`src/rtl/mwadd_pkg.sv`:
```
// Shared types and sizing helpers for the multi-word carry-chaining adder.
package mwadd_pkg;

  typedef enum logic [1:0] {
    IDLE = 2'd0,
    RUN  = 2'd1,
    DONE = 2'd2
  } mwadd_state_e;

  // Chunk index width; a single-chunk configuration still needs a 1-bit index.
  function automatic int idx_w(input int words);
    return (words > 1) ? $clog2(words) : 1;
  endfunction

endpackage

```
`src/rtl/mwadd_chunk.sv`:
```
// Combinational WIDTH-bit chunk adder with carry into and out of the chunk MSB.
module mwadd_chunk #(
  parameter int WIDTH = 8
) (
  input  logic [WIDTH-1:0] a,
  input  logic [WIDTH-1:0] b,
  input  logic             cin,
  output logic [WIDTH-1:0] s,
  output logic             cout,
  output logic             msb_cin
);

  always_comb begin
    {cout, s} = {1'b0, a} + {1'b0, b} + {{WIDTH{1'b0}}, cin};
    // Sum bit is a^b^carry_in, so the MSB carry-in falls out of the sum bit.
    msb_cin   = a[WIDTH-1] ^ b[WIDTH-1] ^ s[WIDTH-1];
  end

endmodule

```
`src/rtl/multiword_add_seq.sv`:
```
// Adds two WIDTH*WORDS operands one chunk per clock, LSB chunk first.
// Define MWADD_OVF_EN to add a registered two's-complement overflow output.
module multiword_add_seq
  import mwadd_pkg::*;
#(
  parameter int WIDTH = 8,
  parameter int WORDS = 4
) (
  input  logic                   clk,
  input  logic                   rst,
  input  logic                   in_valid,
  output logic                   in_ready,
  input  logic [WIDTH*WORDS-1:0] in_a,
  input  logic [WIDTH*WORDS-1:0] in_b,
  input  logic                   in_cin,
  output logic                   out_valid,
  input  logic                   out_ready,
  output logic [WIDTH*WORDS-1:0] out_sum,
  output logic                   out_cout,
`ifdef MWADD_OVF_EN
  output logic                   out_ovf,
`endif
  output logic                   busy
);

  localparam int OPW = WIDTH * WORDS;
  localparam int IW  = idx_w(WORDS);
  localparam logic [IW-1:0] LAST = IW'(WORDS - 1);

  mwadd_state_e   state_q, state_d;
  logic [IW-1:0]  idx_q;
  logic           carry_q;
  logic [OPW-1:0] a_q, b_q, sum_q;
  logic [WIDTH-1:0] chunk_s;
  logic           chunk_c;
  logic           last_chunk;
`ifdef MWADD_OVF_EN
  logic           msb_cin;
  logic           ovf_q;
`endif

  assign last_chunk = (idx_q == LAST);

  mwadd_chunk #(.WIDTH(WIDTH)) u_chunk (
    .a       (a_q[int'(idx_q)*WIDTH +: WIDTH]),
    .b       (b_q[int'(idx_q)*WIDTH +: WIDTH]),
    .cin     (carry_q),
    .s       (chunk_s),
    .cout    (chunk_c),
`ifdef MWADD_OVF_EN
    .msb_cin (msb_cin)
`else
    .msb_cin ()
`endif
  );

  always_ff @(posedge clk or negedge rst) begin
    if (!rst) state_q <= IDLE;
    else      state_q <= state_d;
  end

  always_comb begin
    state_d = state_q;
    case (state_q)
      IDLE:    if (in_valid)   state_d = RUN;
      RUN:     if (last_chunk) state_d = DONE;
      DONE:    if (out_ready)  state_d = IDLE;
      default: state_d = IDLE;
    endcase
  end

  // Handshake outputs decode state only; no path from in_valid/out_ready.
  always_comb begin
    in_ready  = (state_q == IDLE);
    out_valid = (state_q == DONE);
    busy      = (state_q == RUN) || (state_q == DONE);
    out_cout  = out_valid & carry_q;
    out_sum   = sum_q;
  end

  always_ff @(posedge clk or negedge rst) begin
    if (!rst) begin
      idx_q   <= '0;
      carry_q <= 1'b0;
      a_q     <= '0;
      b_q     <= '0;
      sum_q   <= '0;
    end else begin
      case (state_q)
        IDLE: if (in_valid) begin
          a_q     <= in_a;
          b_q     <= in_b;
          carry_q <= in_cin;
          idx_q   <= '0;
        end
        RUN: begin
          sum_q[int'(idx_q)*WIDTH +: WIDTH] <= chunk_s;
          carry_q <= chunk_c;
          if (!last_chunk) idx_q <= idx_q + IW'(1);
        end
        default: ;
      endcase
    end
  end

`ifdef MWADD_OVF_EN
  always_ff @(posedge clk or negedge rst) begin
    if (!rst)                               ovf_q <= 1'b0;
    else if (state_q == RUN && last_chunk)  ovf_q <= msb_cin ^ chunk_c;
  end

  assign out_ovf = ovf_q;
`endif

endmodule

```
`config.mk`:
```
export PLATFORM = sky130hd
export DESIGN_NAME = multiword_add_seq
export DESIGN_NICKNAME = d
export VERILOG_FILES = /design/src/rtl/mwadd_pkg.sv /design/src/rtl/mwadd_chunk.sv /design/src/rtl/multiword_add_seq.sv
export SDC_FILE = /design/constraint.sdc
export NUM_CORES = 1
export LEC_CHECK = 0
export CAP_MARGIN = 30
export CORE_AREA = 3 3 101 103
export DETAILED_ROUTE_END_ITERATION = 10
export DIE_AREA = 0 0 104 106
export PLACE_DENSITY_LB_ADDON = 0.08
export SLEW_MARGIN = 20
export SYNTH_ARGS = -nofsm -noshare
export SYNTH_HDL_FRONTEND = slang
export SYNTH_SLANG_ARGS = --single-unit
```
`constraint.sdc`:
```
create_clock -name clk -period 3.5 [get_ports clk]
set_input_delay 0.7 -clock clk [delete_from_list [all_inputs] [get_ports clk]]
set_output_delay 0.7 -clock clk [all_outputs]
set_load 0.1 [all_outputs]
```
**Word level (Yosys, flattened, before mapping)**

Cells that the tools add are included.

- Bits in registers: 101
- Input port bits: 69
- Output and inout port bits: 36
- Word-level logic and storage cells: 39

- Add/subtract/negate cells: 4
- Equality and inequality tests: 7
- Shift-type cells: 4
- Muxes and demuxes: 10
- Bitwise operators: 1
- Reductions and logical operators: 7

Operators with widths:

| operator | count |
|---|---|
| $shiftx 32x6->8 | 2 |
| $neg 5->33 | 1 |
| $shift 8x33->32 const A | 1 |
| $shiftx 8x33->32 | 1 |
| $bwmux 32 | 1 |
| $mux 2 | 5 |
| $add 8x8->9 | 1 |
| $add 9x1->9 | 1 |
| $ne 2x2->1 const B | 3 |
| $pmux 2 s3 | 1 |
| $reduce_and 3->1 | 2 |
| $eq 2x2->1 const B | 2 |
| $pmux 2 s2 | 1 |
| $reduce_and 2->1 | 2 |
| $add 2x1->2 const B | 1 |
| $eq 2x1->1 const B | 1 |
| $logic_not 2->1 | 1 |
| $ne 2x1->1 const B | 1 |
| $pmux 1 s2 | 1 |
| $reduce_bool 2->1 | 1 |
| $and 1x1->1 | 1 |
| $logic_or 1x1->1 | 1 |
| $mux 1 | 1 |

**Logic depth before layout (Yosys ltp)**

Gate-level depths: netlist of the first run.

- Word-level depth: 5
- Depth in mapped cells: 9
- Gate-level depth less buffers: 7

**Hierarchy**

A second synthesis of the first run with hierarchy kept.

- Cell total of the unflattened synthesis: 313
- Area, all modules: 4685.7 um^2

Modules (own cells, without submodules):

| module | instances | cells an instance | area an instance (um^2) |
|---|---|---|---|
| multiword_add_seq | 1 | 270 | 4340.4 |
| mwadd_chunk | 1 | 43 | 345.3 |

**Worst setup path after synthesis of the first run**

Ideal clock, no wire load.

- Path kind: register to register
- Start: register idx_q[0]
- End: register sum_q[14] (netlist: out_sum[14])
- Arrival: 3011 ps
- Required time: 3378 ps
- Path slack: 367 ps
- Stages on the path, launching flop included: 9
- Path buffers: 1
- Period minus slack after synthesis: 3133 ps
- Cells stage by stage: dfrtp_1 buf_2 mux4_2 fa_1 fa_1 a211oi_1 or4b_1 o2111ai_2 a22o_1

- Cells in the longest elaborated chain, start to end: 5
- Elaborated cells between the ends (all ways): 8
- Classes of those cells: 3 x add/sub; 4 x shift; 1 x mux

Ends and longest elaborated chain:

| what | line | text |
|---|---|---|
| from (decl) | multiword_add_seq.sv:31 | `logic [IW-1:0] idx_q;` |
| from (signal assigned) | multiword_add_seq.sv:99 | `if (!last_chunk) idx_q <= idx_q + IW'(1);` |
| $shiftx 32x6->8, on equally long branches | multiword_add_seq.sv:45, multiword_add_seq.sv:46 |  |
| $add 8x8->9 | mwadd_chunk.sv:14 | `{cout, s} = {1'b0, a} + {1'b0, b} + {{WIDTH{1'b0}}, cin};` |
| $add 9x1->9 | mwadd_chunk.sv:14 |  |
| $shiftx 8x33->32 | multiword_add_seq.sv:97 | `sum_q[int'(idx_q)*WIDTH +: WIDTH] <= chunk_s;` |
| $bwmux 32 (*) | multiword_add_seq.sv:97 |  |
| to (signal, indexed assignment) | multiword_add_seq.sv:97 |  |
| to (decl) | multiword_add_seq.sv:33 | `logic [OPW-1:0] a_q, b_q, sum_q;` |

Mark *: on every way between the ends. The rest lies on a longest branch, timed or not.
A chain may end at the register's enable or synchronous reset.

**Final worst setup path of the first run**

- Start: register idx_q[0]
- End: register sum_q[30] (netlist: out_sum[30])

Same word-level chain as after synthesis.

==> impl_metrics.py, run 1 <==
metrics = {
    "worst_setup_path": {
        "slowest_delay_ns": 0.53,
        "cpMostUsedCell": "fa_1",
        "r2r-end": "out_sum[30]",
        "path_cells": "mux4_2, fa_1, fa_1, a211oi_1, or4b_1, o2111ai_2, a22o_1",
        "rr_worst_depth": 7,
        "critPathMaxFanout": 4,
        "r2r_slack_ns": 0.60,
        "r2r-start": "idx_q[0]",
        "end_kind": "flip-flop",
        "required_ns": 3.76,
        "cp.arrival_ns": 3.16,
        "critPathSlowestCell": "mux4_2",
        "start_kind": "flip-flop",
        "critPathKind": "reg -> reg",
    },
    "floorplanning": {
        "die_y_um": 106,
        "start_util_pct": 50.8,
        "dieArea_mm2": 0.0110,
        "die_w_um": 104,
        "pin_count": 105,
        "rows": 35,
        "core_area_mm2": 0.00928,
    },
    "final_layout": {
        "drive_gt1_share_pct": 13.0,
        "fin_cells": 560,
        "area_delta_synth_final_pct": 29.6,
        "final_util_pct": 65.8,
        "nNetsFinal": 513,
        "antenna_cells": 0,
    },
    "clocking": {
        "h-tree-depth": 3,
        "cts.reportedPaths.clkPinSlew_ns": 0.10,
        "cts_setup_buffers": 0,
        "clock-sinks": 101,
        "cts_resized": 0,
        "ctsHoldBuffers": 0,
        "cts_inserted_buffers": 9,
        "insertion_delay_ns": 0.37,
        "clock_path_buffers": 2,
        "cts-root-buf": "clkbuf_8",
        "cts_tree": "built",
    },
    "yosys": {
        "synthCells": 317,
        "yosys_warnings": 0,
        "ys_seq_area_share_pct": 53.6,
        "synth_top_cells_by_area": "dfrtp_1, mux2_1, mux4_2",
        "yosys.area.top_type": "dfrtp_1",
        "ys_seq_elements": 101,
        "ys_types": 40,
        "ys.flop_type": "dfrtp_1",
        "synth_edf_count": 0,
        "synth.cell_area_mm2": 0.00471,
        "postSynth.asyncResetShare_pct": 100,
        "avgSynthCellArea_um2": 14.9,
        "synth_nets": 404,
        "yosysMostFrequentCell": "dfrtp_1",
        "synth_common_cells": "dfrtp_1, mux2_1, a22o_1",
        "synth_top_area_share_pct": 53.6,
    },
    "grt": {
        "antenna_found_initial": 0,
        "busiest_layer": "met2",
        "use_met2_pct": 33.3,
        "grt_pass1_vias": 3289,
        "grtUsageMet3_pct": 4.98,
        "grt_max_degree": 60,
        "met1_usage_pct": 26.3,
        "overflow": 0,
        "grt_pass1_wl_mm": 17.2,
        "grt_usage_pct": 19.7,
    },
    "sta": {
        "final_max_slew_viol_count": 0,
        "timing.final.crit_period_ns": 2.90,
        "finalSetupViolCount": 0,
        "rsz0062_at_grt": "false",
        "setup_tns_ns": 0,
        "worst_slew_pin_slew_ns": 0.981,
        "post-route-period-util_pct": 83.0,
        "fmax_ghz": 0.344,
        "skew_ns": 0.00990,
        "final_hold_viol_count": 0,
        "setup_ws_ns": 0.596,
        "relSlewSlack_pct": 34.4,
    },
    "placement": {
        "dp_slack_ns": 0.577,
        "place.port_buffers": 104,
        "gp_congestion": 0.750,
        "dp_hpwl_mm": 7.52,
        "dp_cells": 544,
    },
    "routing": {
        "num_vias": 3073,
        "avgViaCountPerCell": 5.49,
        "initialDrtViolationCount": 160,
        "final_antenna_net_count": 0,
        "wire_per_inst_um": 17.9,
        "dr.pass1.iters": 4,
        "route.detailed.drc": 0,
        "finalWirelength_mm": 10.0,
    },
    "status": {
        "status": "complete, no violations",
    },
    "hold_path": {
        "hp-class": "in -> async",
    },
    "job": {
        "maxCapViolations": 0,
    },
}
## metrics by stage
| stage | instance area, µm² | hold slack [ns] |
|---|---|---|
| floorplan | 4710 | 0.404 |
| global placement | 5900 | 0.469 |
| detailed placement | 5930 | 0.477 |
| CTS | 6110 | 0.236 |
| global route | 6110 | 0.240 |
| finish | 6110 | 0.232 |
## kinds of logic after synthesis
| family | share of synthesized area [%] |
|---|---|
| DFF | 53.6 |
| muxes | 23.2 |
| buffers and inverters | 1.86 |
| xor gates and xnor gates | 0.372 |
| and+or+nand+nor | 4.88 |
| adders and majority gates | 5.10 |
| AOI/OAI and AO/OA | 11.0 |
## cells in the final DEF (no fill, tap or decap), types with 3 or more instances in the layout
| cell type | Yosys | final |
|---|---|---|
| ha_1 | 16 | 16 |
| o21ai_0 | 3 | 3 |
| a211oi_1 | 3 | 3 |
| a22o_1 | 32 | 32 |
| mux2_1 | 65 | 65 |
| buf_4 | 1 | 10 |
| a21oi_1 | 8 | 8 |
| o211ai_1 | 3 | 3 |
| nor2_1 | 7 | 7 |
| mux4_2 | 16 | 16 |
| clkdlybuf4s50_1 | 0 | 99 |
| dfrtp_1 | 101 | 100 |
| nor4b_4 | 3 | 3 |
| nand2_1 | 9 | 8 |
| clkbuf_8 | 0 | 9 |
| inv_1 | 5 | 5 |
| o21ai_1 | 4 | 4 |
| a21o_1 | 3 | 3 |
## critical path: cells and delay by family, from the launching register on
kind | cells | cell delay [ns]
fa+ha+maj | 2 | 0.92
mux | 1 | 0.53
flops | 1 | 0.43
compound gates | 3 | 0.74
simple gates | 1 | 0.18
## final cells by class
class                      instances  area, µm²
clock buffer                       9        124
clock inverter                     7       56.3
fill                             736       3180
inverter                           6       22.5
multi-input combinational        197       2100
sequential                       101       2530
tap                              129        161
timing repair buffer             111       1110
## per-layer routing
layer / part of all wire [%] / vias to the layer above
met5: 0 / -
met4: 0.61 / 0
met2: 49 / 91
met3: 4.9 / 7
li1: - / 1429
met1: 46 / 1546
## state kept, by name (all words and copies together) (netlist names)
| name | flops |
|---|---|
| idx_q | 2 |
| b_q | 32 |
| a_q | 32 |
| state_q | 2 |
| carry_q | 1 |
| out_sum | 32 |
## how the worst max path moves through the flow
stage	startpoint	end	depth (start not counted)
floorplan	idx_q[0]	out_sum[14]	8
global placement	idx_q[0]	out_sum[30]	7
detailed placement	idx_q[0]	out_sum[30]	7
CTS	idx_q[0]	out_sum[30]	7
global route	idx_q[0]	out_sum[14]	7
finish	idx_q[0]	out_sum[30]	7
Power of run 1 is not shown: default switching activity piles up to over one toggle a cycle in this logic, so the estimate is an artifact.
==> inputs of run 2 (changes only) <==
Settings changed: CORE_AREA 3 3 101 103 to 3 3 106 108, DIE_AREA 0 0 104 106 to 0 0 109 111.
Clock period 3.5 ns to 2.35 ns, I/O delays scaled along.
==> impl_metrics.py, run 2 (synthesized netlist as in run 1, its figures left out) <==
metrics = {
    "status": {
        "status": "finished, violations left",
        "violations": "negative setup slack",
    },
    "worst_setup_path": {
        "critPathMaxFanout": 5,
        "critPathKind": "reg -> reg",
        "end_kind": "flip-flop",
        "required_ns": 2.61,
        "cp.arrival_ns": 2.90,
        "start_kind": "flip-flop",
    },
    "sta": {
        "final_hold_viol_count": 0,
        "relSlewSlack_pct": 65.4,
        "setup_ws_ns": -0.297,
        "rsz0062_at_grt": "true",
        "timing.final.crit_period_ns": 2.65,
        "fmax_ghz": 0.378,
        "hold_ws_ns": 0.494,
        "worst_slew_pin_slew_ns": 0.517,
        "final_max_slew_viol_count": 0,
        "post-route-period-util_pct": 113,
        "finalSetupViolCount": 25,
        "skew_ns": 0.0130,
        "setup_tns_ns": -4.92,
    },
    "grt": {
        "antenna_found_initial": 0,
        "overflow": 0,
        "grt_pass1_vias": 3356,
        "grt_pass1_wl_mm": 17.6,
        "grt_max_degree": 44,
        "grt_usage_pct": 18.7,
    },
    "final_layout": {
        "drive_gt1_share_pct": 30.2,
        "layout_common_cells": "dfrtp_1, clkdlybuf4s50_1, mux2_1, buf_4, a22o_1",
        "nNetsFinal": 545,
        "layout_commonest_cell": "dfrtp_1",
        "area_delta_synth_final_pct": 38.4,
        "fin_cells": 599,
        "antenna_cells": 0,
    },
    "routing": {
        "wire_per_inst_um": 18.2,
        "initialDrtViolationCount": 186,
        "num_vias": 3222,
        "avgViaCountPerCell": 5.38,
        "final_antenna_net_count": 0,
        "finalWirelength_mm": 10.9,
        "dr.pass1.iters": 6,
        "route.detailed.drc": 0,
    },
    "placement": {
        "dp_cells": 574,
        "dp_slack_ns": -0.249,
        "dp_hpwl_mm": 8.17,
        "place.port_buffers": 104,
        "gp_congestion": 0.777,
    },
    "clocking": {
        "cts.reportedPaths.clkPinSlew_ns": 0.10,
        "cts-root-buf": "clkbuf_8",
        "clock-sinks": 101,
        "clock_path_buffers": 2,
        "h-tree-depth": 3,
        "cts_inserted_buffers": 9,
        "cts_tree": "built",
        "insertion_delay_ns": 0.37,
    },
    "floorplanning": {
        "rows": 37,
        "start_util_pct": 45.7,
        "dieArea_mm2": 0.0121,
        "core_area_mm2": 0.0103,
        "pin_count": 105,
        "die_w_um": 109,
        "die_y_um": 111,
    },
    "hold_path": {
        "hp-class": "reg -> reg",
    },
    "job": {
        "maxCapViolations": 0,
    },
}
## run 2: cell types whose count changed in the layout (fill, tap and decap cells not counted), sizes merged
| cell | before | now |
|---|---|---|
| buf | 12 | 75 |
| clkbuf | 9 | 10 |
| clkdlybuf4s50 | 99 | 67 |
| clkinv | 4 | 3 |
| clkinvlp | 0 | 1 |
| dlygate4sd3 | 0 | 1 |
| inv | 9 | 8 |
## run 2: layout make-up
| type | count | area [µm²] |
|---|---|---|
| fillers | 812 | 3800 |
| well taps | 136 | 170 |
| flip-flops and latches | 101 | 2530 |
| multi-input cells | 197 | 2290 |
| inverters | 6 | 22.5 |
| clock buffers | 10 | 128 |
| clock inverters | 6 | 56.3 |
| repair buffers | 143 | 1330 |
## run 2: metal layers
metal	track usage (%)	up-vias	wire length (µm)
li1	-	1494	-
met1	25.3	1625	4960
met2	30.3	89	5270
met3	3.90	14	524
met4	5.39	0	138
met5	0	-	0
## run 2: timing repair
action | CTS | global route
resized for setup | 17 | 14
pin swaps | 8 | 12
setup buffers | 3 | 6
hold buffers | 1 | 0
hold endpoints to repair | 21 | 0
endpoints found under the setup margin | 25 | 25
## run 2: critical path, stage by stage, from the launching register on
cell	delay, ns
dfrtp_2	0.44
mux4_2	0.54
fa_2	0.39
fa_2	0.38
a211oi_2	0.26
or4b_4	0.19
o2111ai_4	0.12
a22o_1	0.23
## run 2: final timing paths
check                           slack, ns     endpoint      from  cells past startpoint
worst max register to register      -0.30  out_sum[30]  idx_q[0]                      7
worst min register to register       0.49      a_q[12]   a_q[12]                      1
max in group asynchronous            1.22      a_q[20]       rst                      3
worst min-delay path                 0.49      a_q[12]   a_q[12]                      1
worst max-delay path                -0.30  out_sum[30]  idx_q[0]                      7
min in group asynchronous            0.53      b_q[14]       rst                      2
## run 2: metrics by stage
| stage | area (µm²) | util [%] |
|---|---|---|
| finish | 6530 | 63.2 |
| global route | 6530 | 63.2 |
| CTS | 6400 | 62.0 |
| detailed placement | 6070 | 58.8 |
| global placement | 6070 | 58.8 |
| floorplan | 4740 | - |
Power of run 2 is left out for the same reason.
==> inputs of run 3 (changes only) <==
Settings changed: CAP_MARGIN 30 to unset.
==> results of run 3 <==
No change in the layout: final DEF, timing and power equal those of run 2.
Power of run 3 is left out for the same reason.
